## src/rtl/cond_logic_if.sv

```systemverilog
// cond_logic_if: decoder-to-condition-unit strobes and the gated datapath enables.
interface cond_logic_if;
   logic [3:0] Cond;
   logic [3:0] ALUFlags;
   logic [1:0] FlagW;
   logic       PCS;
   logic       NextPC;
   logic       RegW;
   logic       MemW;
   logic       PCWrite;
   logic       RegWrite;
   logic       MemWrite;
   logic       CondEx;
   logic [3:0] Flags;
   modport master (
      output Cond, ALUFlags, FlagW, PCS, NextPC, RegW, MemW,
      input  PCWrite, RegWrite, MemWrite, CondEx, Flags
   );
   modport slave (
      input  Cond, ALUFlags, FlagW, PCS, NextPC, RegW, MemW,
      output PCWrite, RegWrite, MemWrite, CondEx, Flags
   );
endinterface

```

## src/rtl/cond_logic.sv

```systemverilog
// cond_logic: holds NZCV, evaluates the condition field and gates the decoder write strobes.
module cond_logic #(
   parameter logic [3:0] RESET_FLAGS = 4'b0000
) (
   input logic        clk,
   input logic        reset,
   cond_logic_if.slave bus
);
   logic [3:0] flags;
   logic       cond_ex;
   logic       cond_ex_d;
   logic [1:0] flag_write;
   logic       n, z, c, v;
   assign {n, z, c, v} = flags;
   always_comb begin
      cond_ex = 1'b1;
      case (bus.Cond)
         4'b0000: cond_ex = z;
         4'b0001: cond_ex = ~z;
         4'b0010: cond_ex = c;
         4'b0011: cond_ex = ~c;
         4'b0100: cond_ex = n;
         4'b0101: cond_ex = ~n;
         4'b0110: cond_ex = v;
         4'b0111: cond_ex = ~v;
         4'b1000: cond_ex = c & ~z;
         4'b1001: cond_ex = ~(c & ~z);
         4'b1010: cond_ex = n ~^ v;
         4'b1011: cond_ex = n ^ v;
         4'b1100: cond_ex = ~z & (n ~^ v);
         4'b1101: cond_ex = ~(~z & (n ~^ v));
         default: cond_ex = 1'b1;
      endcase
   end
   // a failed condition blocks its own flag update
   assign flag_write = bus.FlagW & {2{cond_ex}};
   always_ff @(posedge clk or negedge reset)
      if (!reset) begin
         flags     <= RESET_FLAGS;
         cond_ex_d <= 1'b0;
      end else begin
         if (flag_write[1]) flags[3:2] <= bus.ALUFlags[3:2];
         if (flag_write[0]) flags[1:0] <= bus.ALUFlags[1:0];
         cond_ex_d <= cond_ex;
      end
   // strobes are forced low for the whole reset pulse, not just from the next edge
   assign bus.PCWrite  = reset & ((bus.PCS & cond_ex_d) | bus.NextPC);
   assign bus.RegWrite = reset & bus.RegW & cond_ex_d;
   assign bus.MemWrite = reset & bus.MemW & cond_ex_d;
   assign bus.CondEx   = cond_ex;
   assign bus.Flags    = flags;
endmodule

```

## src/flat_wrapper.sv

```systemverilog
// flat-port wrapper written by rule: the top's interface ports become plain ports
module cond_logic_flat 
#(
   parameter logic [3:0] RESET_FLAGS = 4'b0000
)
  (clk, reset, bus_Cond, bus_ALUFlags, bus_FlagW, bus_PCS, bus_NextPC, bus_RegW, bus_MemW, bus_PCWrite, bus_RegWrite, bus_MemWrite, bus_CondEx, bus_Flags);
  cond_logic_if bus_i ();
  input logic clk;
  input logic reset;
  input wire logic [$bits(bus_i.Cond)-1:0] bus_Cond;
  input wire logic [$bits(bus_i.ALUFlags)-1:0] bus_ALUFlags;
  input wire logic [$bits(bus_i.FlagW)-1:0] bus_FlagW;
  input wire logic [$bits(bus_i.PCS)-1:0] bus_PCS;
  input wire logic [$bits(bus_i.NextPC)-1:0] bus_NextPC;
  input wire logic [$bits(bus_i.RegW)-1:0] bus_RegW;
  input wire logic [$bits(bus_i.MemW)-1:0] bus_MemW;
  output wire logic [$bits(bus_i.PCWrite)-1:0] bus_PCWrite;
  output wire logic [$bits(bus_i.RegWrite)-1:0] bus_RegWrite;
  output wire logic [$bits(bus_i.MemWrite)-1:0] bus_MemWrite;
  output wire logic [$bits(bus_i.CondEx)-1:0] bus_CondEx;
  output wire logic [$bits(bus_i.Flags)-1:0] bus_Flags;
  assign bus_i.Cond = bus_Cond;
  assign bus_i.ALUFlags = bus_ALUFlags;
  assign bus_i.FlagW = bus_FlagW;
  assign bus_i.PCS = bus_PCS;
  assign bus_i.NextPC = bus_NextPC;
  assign bus_i.RegW = bus_RegW;
  assign bus_i.MemW = bus_MemW;
  assign bus_PCWrite = bus_i.PCWrite;
  assign bus_RegWrite = bus_i.RegWrite;
  assign bus_MemWrite = bus_i.MemWrite;
  assign bus_CondEx = bus_i.CondEx;
  assign bus_Flags = bus_i.Flags;
  cond_logic #(.RESET_FLAGS(RESET_FLAGS)) u_core (.clk(clk), .reset(reset), .bus(bus_i));
endmodule
```

## config.mk

```make
export PLATFORM = sky130hd
export DESIGN_NAME = cond_logic_flat
export DESIGN_NICKNAME = d
export VERILOG_FILES = /design/src/rtl/cond_logic_if.sv /design/src/rtl/cond_logic.sv /design/src/flat_wrapper.sv
export SDC_FILE = /design/constraint.sdc
export NUM_CORES = 1
export LEC_CHECK = 0
export CAP_MARGIN = 20
export CORE_AREA = 2 2 39 41
export CTS_CLUSTER_SIZE = 14
export DETAILED_ROUTE_END_ITERATION = 12
export DIE_AREA = 0 0 41 43
export DONT_BUFFER_PORTS = 1
export SLEW_MARGIN = 20
export SYNTH_ARGS = -nofsm -noshare
export SYNTH_HDL_FRONTEND = slang
export SYNTH_SLANG_ARGS = --single-unit
```

## constraint.sdc

```tcl
create_clock -name clk -period 3.1 [get_ports clk]
set_input_delay 0.775 -clock clk [delete_from_list [all_inputs] [get_ports clk]]
set_output_delay 0.775 -clock clk [all_outputs]
set_load 0.02 [all_outputs]
```

==> flow_metrics.tcl <==
set metrics [dict create \
    grt.overflow.total 0 \
    synth_edf_count 0 \
    final.fill_count 144 \
    ctsRootBufferMaster "clkbuf_4" \
    post-route-drc-count 0 \
    yosysMostFrequentCell "dfrtp_1" \
    route.antenna.remaining_nets 0 \
    power.share.switching_pct 41.63 \
    cts_inserted_buffers 3 \
    design.die.area_mm2 0.001763 \
    dp_slack_ps 471.5 \
    worstHoldPathType "input pin to async pin" \
    antennaDiodeCount 0 \
    rsz_0062_raised_after_global_routing "no" \
    final.setup.worst_slack_ps 297.0 \
    fmax_ghz 0.3568 \
    synth_largest_area_cell "dfrtp_1" \
    cts.path.max_buffers 2 \
    timing.critical_path.arrival_ps 2030 \
    insertion_delay_ps 240 \
    syn_to_final_growth_pct 10.34 \
    syn-cell-area_um2 435.4 \
    drive_gt1_share_pct 23.40 \
    grt_antenna_before_repair 0 \
    slew_headroom_pct 73.15 \
    synth-seq-cells 5 \
    timing.final.hold_violations 0 \
    setup.worst_path.start_class "flop" \
    cts_post_setup_buffers_inserted 0 \
    post_synth_top_area_share_pct 28.74 \
    cts_tree "done" \
    core-area_mm2 0.001384 \
    gate_count_of_the_mapped_netlist 44 \
    period_needed_ps 2803 \
    grt_start_max_net_pins 12 \
    net-switching-power_mw 0.1333 \
    h-tree-depth 1 \
    critical_path_required_ps 2320 \
    clock_skew_ps 5.220 \
    postCtsResizedCells 0 \
    endpoint_kind "output pin" \
    m1WireLength_um 354 \
    ys.flop_type "dfrtp_1" \
    numClockSinks 5 \
    status "completed" \
    die_y_um 43 \
    grt_first_pass_wirelength_um 1311 \
    post_drt_via_cell_ratio 5.587 \
    cts-hold-fix-buffers 0 \
    postLayoutCoreUtil_pct 34.72 \
    start_util_pct 31.46 \
    postSynthAreaPerCell_um2 9.896 \
    final_net_count 64 \
    fin_setup_tns_ps 0 \
    routed_wire_length_per_instance_um 13.73 \
    setup_viol 0 \
    highest_layer "met4" \
    seq_power_share_pct 43.1 \
    timing.max_cap.violations 0 \
    drt_pass1_iterations 4 \
    routed-wl-met3_um 73 \
    post_synth_top_cells "dfrtp_1, mux2_1, and3_1, nor2_1" \
    route.final.wire_length_um 865 \
    groute.usage.overall_pct 11.53 \
    power.total_mw 0.3202 \
    postSynth.asyncResetShare_pct 100.0 \
    ios 24 \
    post-route-period-util_pct 90.42 \
    power_leakage_nw 0.1917 \
    power.share.combinational_pct 33.2 \
    cellPowerDensity_mw_per_mm2 666.4 \
    seq_area_frac_synth_pct 28.74 \
    crit_fanout 5 \
    number_of_global_route_vias_before_repair 326 \
    timing_max_transition_violations_final 0 \
    yosys_warnings 0 \
    chipWidth_um 41 \
    cellInternalPower_mw 0.1869 \
    core.rowCount 14 \
    clock_power_share_pct 23.7 \
    tightest_slew_ps 401.9 \
    gpl.final_weighted_congestion 0.6930 \
    worst-setup-path-type "flop to output pin" \
    hpwlAfterDp_um 705.5 \
    drt-initial-drc-count 6 \
    syn_nets 60 \
    total_number_of_vias 352 \
    synth_top_cells_by_area "dfrtp_1, mux2_1, a31oi_4" \
    worst_ir_drop_vdd_mv 0.3043 \
    port_buffers 0 \
    synth.lib_cells_used.distinct 27 \
    path_clk_slew_ps 50 \
    routed-wl-met2_um 428 \
]
-- power groups by stage --
stage          combinational, mW  clock, mW  sequential, mW
2_1_floorplan             0.0968          0           0.131
3_3_place_gp               0.106          0           0.139
3_5_place_dp               0.107          0           0.140
4_1_cts                    0.107     0.0797           0.139
5_1_grt                    0.115     0.0801           0.142
6_report                   0.106     0.0758           0.138
-- stage by stage --
stage                     cells  area (um2)  hold WS [ps]
after floorplan              44       435.4         479.4
after global placement       59       454.2         479.5
after detailed placement     59       454.2         479.5
after CTS                    63       480.5         216.7
after global routing         63       480.5         218.5
final                        63       480.5         224.1
-- cells by family (layout without fill, tap and decap cells) --
| kind of cell | Yosys count | after routing | share of synthesized area [%] |
|---|---|---|---|
| simple gates | 20 | 20 | 29.31 |
| xor+xnor | 1 | 1 | 2.012 |
| compound gates | 9 | 9 | 23.56 |
| flops | 5 | 5 | 28.74 |
| mux | 5 | 5 | 12.64 |
| buf+inv | 4 | 7 | 3.734 |
-- flip-flops by register name, summed over array words and instances, names as in the netlist --
name	cells
u_core.bus.Flags	4
u_core.cond_ex_d	1
-- worst paths after layout --
check	startpoint	end	slack [ps]	cells after the start
hold / removal	reset	u_core.bus.Flags[1]	220	0
hold reg to reg	u_core.bus.Flags[1]	u_core.bus.Flags[1]	690	1
setup / recovery	u_core.bus.Flags[3]	bus_CondEx	300	4
max in group asynchronous	reset	u_core.bus.Flags[2]	2800	0
setup reg to reg	u_core.bus.Flags[3]	u_core.bus.Flags[2]	920	5
min in group clk	bus_ALUFlags[0]	u_core.bus.Flags[0]	660	1
-- worst max-delay path: stages, from the launching register on --
cell and delay (ps):
dfrtp_1 530, xor2_1 330, nor3b_1 100, or4_4 580
nand3_1 250
-- cells in the final DEF (no fill, tap or decap), drive strengths merged, types with 2 or more instances in the layout --
master,Yosys,final
mux2,4,4
nand2b,2,2
a31oi,2,2
nor2b,2,2
nor3,2,2
dfrtp,5,5
inv,2,2
nor3b,2,2
nand2,2,2
and3,3,3
nor2,3,3
clkbuf,1,4
-- area by class of cell --
cell class | count | area [um2] | share of cell area, %
Timing Repair Buffer | 1 | 7.507 | 1.562
Multi-Input combinational cell | 35 | 294.0 | 61.20
Sequential cell | 5 | 125.1 | 26.04
Clock buffer | 4 | 26.28 | 5.469
Tap cell | 16 | 20.02 | 4.167
Inverter | 2 | 7.507 | 1.562
-- layer usage --
metal / vias up / track usage (%)
met5: - / 0
met4: 0 / 6.000
met3: 2 / 4.712
met2: 17 / 16.56
met1: 159 / 14.14
li1: 174 / -
(Power assumes the default switching activity.)
